<file path="src/rtl/tinycpu_pkg.sv">
// Shared constants for the tiny CPU: widths, opcodes, instruction field positions
// and the fetch FSM state type.
package tinycpu_pkg;

  localparam int unsigned PC_W    = 8;
  localparam int unsigned INSTR_W = 16;

  localparam logic [3:0] OP_ADD = 4'h0;
  localparam logic [3:0] OP_LI  = 4'h8;
  localparam logic [3:0] OP_JMP = 4'h9;
  localparam logic [3:0] OP_NOP = 4'hF;

  localparam int unsigned OP_MSB   = 15;
  localparam int unsigned OP_LSB   = 12;
  localparam int unsigned DST_MSB  = 11;
  localparam int unsigned DST_LSB  = 9;
  localparam int unsigned SRCA_MSB = 8;
  localparam int unsigned SRCA_LSB = 6;
  localparam int unsigned SRCB_MSB = 5;
  localparam int unsigned SRCB_LSB = 3;
  localparam int unsigned IMM_MSB  = 7;
  localparam int unsigned IMM_LSB  = 0;

  typedef enum logic [0:0] {
    StIdle,
    StRun
  } fetch_state_e;

  function automatic logic [3:0] instr_op(input logic [INSTR_W-1:0] instr);
    return instr[OP_MSB:OP_LSB];
  endfunction

endpackage

</file>
<file path="src/rtl/fetch_fifo.sv">
// Small {instr, pc} FIFO for the fetch stage. Head outputs come straight from the
// storage registers; flush empties the buffer in one cycle.
module fetch_fifo #(
  parameter int unsigned Depth  = 2,
  parameter int unsigned InstrW = 16,
  parameter int unsigned PcW    = 8,
  parameter int unsigned CntW   = $clog2(Depth) + 1
) (
  input  logic              clk_i,
  input  logic              rst_ni,
  input  logic              push_i,
  input  logic              pop_i,
  input  logic              flush_i,
  input  logic [InstrW-1:0] instr_i,
  input  logic [PcW-1:0]    pc_i,
  output logic [CntW-1:0]   count_o,
  output logic [InstrW-1:0] head_instr_o,
  output logic [PcW-1:0]    head_pc_o,
  output logic              head_valid_o
);

  localparam int unsigned PtrW = $clog2(Depth);

  logic [InstrW-1:0] instr_q [Depth];
  logic [InstrW-1:0] instr_d [Depth];
  logic [PcW-1:0]    pc_q    [Depth];
  logic [PcW-1:0]    pc_d    [Depth];
  logic [PtrW-1:0]   wr_ptr_q, wr_ptr_d;
  logic [PtrW-1:0]   rd_ptr_q, rd_ptr_d;
  logic [CntW-1:0]   count_q, count_d;
  logic              do_pop;

  always_comb begin
    instr_d  = instr_q;
    pc_d     = pc_q;
    wr_ptr_d = wr_ptr_q;
    rd_ptr_d = rd_ptr_q;
    count_d  = count_q;
    do_pop   = pop_i & (count_q != '0);
    if (flush_i) begin
      wr_ptr_d = '0;
      rd_ptr_d = '0;
      count_d  = '0;
    end else begin
      if (push_i) begin
        instr_d[wr_ptr_q] = instr_i;
        pc_d[wr_ptr_q]    = pc_i;
        wr_ptr_d          = wr_ptr_q + PtrW'(1);
      end
      if (do_pop) begin
        rd_ptr_d = rd_ptr_q + PtrW'(1);
      end
      case ({push_i, do_pop})
        2'b10:   count_d = count_q + CntW'(1);
        2'b01:   count_d = count_q - CntW'(1);
        default: count_d = count_q;
      endcase
    end
  end

  always_ff @(posedge clk_i or negedge rst_ni) begin
    if (!rst_ni) begin
      instr_q  <= '{default: '0};
      pc_q     <= '{default: '0};
      wr_ptr_q <= '0;
      rd_ptr_q <= '0;
      count_q  <= '0;
    end else begin
      instr_q  <= instr_d;
      pc_q     <= pc_d;
      wr_ptr_q <= wr_ptr_d;
      rd_ptr_q <= rd_ptr_d;
      count_q  <= count_d;
    end
  end

  assign count_o      = count_q;
  assign head_instr_o = instr_q[rd_ptr_q];
  assign head_pc_o    = pc_q[rd_ptr_q];
  assign head_valid_o = (count_q != '0);

endmodule

</file>
<file path="src/rtl/fetch_unit.sv">
// Instruction fetch stage: PC, ROM request credit, jump redirect and fetch buffer.
// Optional FETCH_PERF_EN adds a saturating retired-instruction counter.
module fetch_unit #(
  parameter int unsigned   PC_W      = tinycpu_pkg::PC_W,
  parameter int unsigned   INSTR_W   = tinycpu_pkg::INSTR_W,
  parameter int unsigned   BUF_DEPTH = 2,
  parameter logic [PC_W-1:0] RESET_PC = '0
) (
  input  logic               clk,
  input  logic               rst_n,
  input  logic               en,
  output logic               imem_req,
  output logic [PC_W-1:0]    imem_addr,
  input  logic [INSTR_W-1:0] imem_rdata,
  output logic [INSTR_W-1:0] instr,
  output logic [PC_W-1:0]    instr_pc,
  output logic               instr_valid,
  input  logic               instr_ready,
  input  logic               jump_en,
  input  logic [PC_W-1:0]    jump_target,
  output logic [15:0]        perf_retired
);

  import tinycpu_pkg::*;

  localparam int unsigned    CntW   = $clog2(BUF_DEPTH) + 1;
  localparam logic [CntW:0]  DepthL = (CntW + 1)'(BUF_DEPTH);

  fetch_state_e    state_q, state_d;
  logic [PC_W-1:0] pc_q, pc_d;
  logic [PC_W-1:0] req_pc_q, req_pc_d;
  logic            inflight_q, inflight_d;
  logic            drop_q, drop_d;
  logic [CntW-1:0] count;
  logic [CntW:0]   slots_used;
  logic            transfer, jump, push, req;

  always_comb begin
    transfer   = instr_valid & instr_ready;
    jump       = transfer & jump_en;
    // A slot freed by this cycle's pop is reusable, giving one word per cycle.
    slots_used = {1'b0, count} + {{CntW{1'b0}}, inflight_q} - {{CntW{1'b0}}, transfer};
    req        = (state_q == StRun) & (slots_used < DepthL) & ~jump;
    push       = inflight_q & ~drop_q & ~jump;

    state_d = state_q;
    unique case (state_q)
      StIdle: if (en)  state_d = StRun;
      StRun:  if (!en) state_d = StIdle;
    endcase

    pc_d = pc_q;
    if (jump) begin
      pc_d = jump_target;
    end else if (req) begin
      pc_d = pc_q + PC_W'(1);
    end
    inflight_d = req;
    req_pc_d   = req ? pc_q : req_pc_q;
    // Any response still owed after a redirect belongs to the old stream.
    drop_d     = jump & inflight_q;
  end

  always_ff @(posedge clk or negedge rst_n) begin
    if (!rst_n) begin
      state_q    <= StIdle;
      pc_q       <= RESET_PC;
      req_pc_q   <= RESET_PC;
      inflight_q <= 1'b0;
      drop_q     <= 1'b0;
    end else begin
      state_q    <= state_d;
      pc_q       <= pc_d;
      req_pc_q   <= req_pc_d;
      inflight_q <= inflight_d;
      drop_q     <= drop_d;
    end
  end

  assign imem_req  = req;
  assign imem_addr = pc_q;

  fetch_fifo #(
    .Depth  (BUF_DEPTH),
    .InstrW (INSTR_W),
    .PcW    (PC_W),
    .CntW   (CntW)
  ) u_fifo (
    .clk_i        (clk),
    .rst_ni       (rst_n),
    .push_i       (push),
    .pop_i        (transfer),
    .flush_i      (jump),
    .instr_i      (imem_rdata),
    .pc_i         (req_pc_q),
    .count_o      (count),
    .head_instr_o (instr),
    .head_pc_o    (instr_pc),
    .head_valid_o (instr_valid)
  );

`ifdef FETCH_PERF_EN
  logic [15:0] perf_q, perf_d;

  always_comb begin
    perf_d = perf_q;
    if (transfer && (perf_q != 16'hFFFF)) begin
      perf_d = perf_q + 16'd1;
    end
  end

  always_ff @(posedge clk or negedge rst_n) begin
    if (!rst_n) begin
      perf_q <= '0;
    end else begin
      perf_q <= perf_d;
    end
  end

  assign perf_retired = perf_q;
`else
  assign perf_retired = 16'h0000;
`endif

endmodule

</file>
<file path="config.mk">
export PLATFORM = sky130hd
export DESIGN_NAME = fetch_unit
export DESIGN_NICKNAME = d
export VERILOG_FILES = /design/src/rtl/tinycpu_pkg.sv /design/src/rtl/fetch_fifo.sv /design/src/rtl/fetch_unit.sv
export SDC_FILE = /design/constraint.sdc
export NUM_CORES = 1
export LEC_CHECK = 0
export CELL_PAD_IN_SITES_DETAIL_PLACEMENT = 0
export CELL_PAD_IN_SITES_GLOBAL_PLACEMENT = 1
export CORE_MARGIN = 2
export CORE_UTILIZATION = 40
export CTS_CLUSTER_DIAMETER = 120
export CTS_CLUSTER_SIZE = 24
export DETAILED_ROUTE_END_ITERATION = 16
export PLACE_DENSITY = 0.82
export SETUP_SLACK_MARGIN = 0.05
export SLEW_MARGIN = 20
export SYNTH_ARGS = -nofsm -noshare
export SYNTH_HDL_FRONTEND = slang
export SYNTH_HIERARCHICAL = 1
export SYNTH_SLANG_ARGS = --single-unit
</file>
<file path="constraint.sdc">
create_clock -name clk -period 3 [get_ports clk]
set_input_delay 0.6 -clock clk [delete_from_list [all_inputs] [get_ports clk]]
set_output_delay 0.6 -clock clk [all_outputs]
set_load 0.05 [all_outputs]
</file>
==> run metrics <==
run status=completed; post-layout net count=354; # port buffers=between 60 and 70; met3 usage=0.0484; cts bufs inserted=9; CP Capture Type=output pin; clk_skew=7.99 ps; clk sinks=71; Final HPWL DP=roughly 4400 um; met2 global-route usage=0.225; die area=9390 um^2; Antenna diodes=0; Final Cycle Share=0.975; first-pass GRT wire length=between 10,000 and 15,000 um; FF/Latch Area=1780 um^2; max_slew headroom=0.553; CP startpoint=u_fifo/count_o[0]; Worst EP arrival=2320 ps; final antenna-violating net count=0; per-cell routed wire length=15.0 um; number of synthesized flops with an enable pin=0; DRC viols=0; Syn Area/Cell=14.0 um^2; Hold Fails Final Rpt=0; layout cells sized above 1=0.408; initial antenna violation count=0; Reg2Reg Depth=9; GRT Total Usage=0.144; total grt overflow=0; Slew Limit Fails=0; Cells after Synth=247; CTS tree=done; Yosys reg bits=71; area of the multi-input gates=1560 um^2; top-area cell type share of the netlist area=0.515; routed vias/inst=4.83; YS warnings=6; R2R Path End=req_pc_q[1]; clock root buffer=clkbuf_8; Reg clk slew, reported paths=70 ps; WS Path Type=reg -> out; htree depth=3; final setup fails=0; # Max-Cap Violations=0; r2r setup slk=500 ps; pin count of the biggest net entering global routing=45; GR Util met1=0.195; Area Growth Syn to Fin=27.2%; worst flop-to-flop path startpoint=u_fifo/count_o[0]; vias in the first global route=2,201; synth unique cells=37; Achievable Freq=about 340 MHz; Critical Path RT=2400 ps; hold crit path type=in -> async; worst-margin pin slew=671 ps; row cnt=33; post-route setup slack=75.4 ps; ys async rst share=1.00; most used routing layer=met2; CP Launch Type=register; Main synth FF type=dfrtp_1; clock buffer depth=2; filler cell count=730; Mapped Area=approximately 3500 um^2; starting density of the core=0.416; RD Place Congestion=between 0.7 and 0.8; die width=96.9 um; register area share after synthesis=0.515; Routed WL=6470 um; commonest cells after routing, fill and taps aside=69 x dfrtp_1, 58 x mux2_2, 51 x clkdlybuf4s50_1, 22 x mux2_4, 18 x buf_4; maximum fanout along the worst path=3; first drt pass iteration count=4; cell taking the most area after synthesis=dfrtp_1; First DRT Iteration DRCs=just over 80; Die Ht=96.9 um; min Tclk post-route=2920 ps; core area=8300 um^2; clock insertion delay at the later pin of the skew report=330 ps; I/O pin total=79; RSZ-0062 raised after global routing=yes; Vias=2,083; pre-CTS setup slack=-65.2 ps; leading cell type in the layout, fill and taps excluded=dfrtp_1; top cells by area in the synthesized netlist=dfrtp_1 51%, mux2_2 19%, mux2_4 9.6%, buf_4 3.7%, xnor2_1 2.3%
[area by class of cell]
type	count	area share
sequential	71	0.405
multi-input combinational	162	0.356
timing repair buffer	75	0.168
clock buffer	13	0.0362
tap	105	0.0299
inverter	4	0.00342
clock inverter	1	0.00114
[critical path, cell delays in order, from the launching register on]
cell and delay (ps):
dfrtp_2 410, or2_4 280, nand2_4 70, xnor2_2 100
nand2_1 90, fa_2 440, xor2_4 180, nor3_4 250
buf_12 170
[per-stage QoR]
step,cell area (um^2),setup TNS [ps],hold slack [ps],util,instances
after global placement,4210,-56.7,482,0.507,416
after floorplan,3530,-16.0,304,-,262
final,4390,0,300,0.529,431
after global routing,4390,-38.5,340,0.529,431
after CTS,4380,0,305,0.528,431
after detailed placement,4210,-68.3,491,0.507,416
[sequential cells by signal, indices dropped and copies added, names as in the netlist]
register / cells
inflight_q: 1
drop_q: 1
imem_addr: 8
u_fifo/rd_ptr_q: 1
u_fifo/count_o: 2
req_pc_q: 8
u_fifo/pc_q: 16
state_q: 1
u_fifo/instr_q: 32
u_fifo/wr_ptr_q: 1
[metal layers]
layer	wire length, um	share of wire	up-vias
li1	-	-	977
met1	3150	0.49	1031
met2	2960	0.46	70
met3	315	0.049	5
met4	49	0.0076	0
met5	0	0	-
[kinds of logic (layout without fill, tap and decap cells)]
group	after synthesis	count (layout)	synth area share
simple gates	37	37	0.0718
fa+ha+maj	2	2	0.00942
mux	82	82	0.291
other cells	1	16	0.00109
compound gates	14	14	0.0225
xor+xnor	11	11	0.0301
buf+inv	29	93	0.0598
flops	71	71	0.515
[worst max-delay path by stage]
stage	end	slack, ps	cells past startpoint
2_1_floorplan	imem_req	-20	7
3_3_place_gp	imem_req	-60	8
3_5_place_dp	imem_req	-70	8
4_1_cts	imem_req	20	8
5_1_grt	imem_req	-40	8
6_report	imem_req	80	8
[repair_timing]
action	CTS	global route
setup endpoints to repair	1	1
resized for setup	2	2
buffers inserted	1	0
pin swaps	1	6
hold buffers	0	0
[synth_stat cells (2+ instances only)]
cell type / instances
nor3_1: 2
dfrtp_1: 71
xnor2_1: 9
nor4_2: 3
or2_2: 2
mux2i_1: 2
nand3_1: 3
buf_4: 17
buf_2: 3
nor2_1: 6
nor3b_1: 2
a21oi_1: 3
buf_6: 4
mux2_2: 58
o21ai_0: 8
inv_1: 3
nand2_1: 10
mux2_4: 22
Power is left out: the tool's default activity adds up to more than one toggle a clock period on the data nets, which glitch-free logic cannot reach.
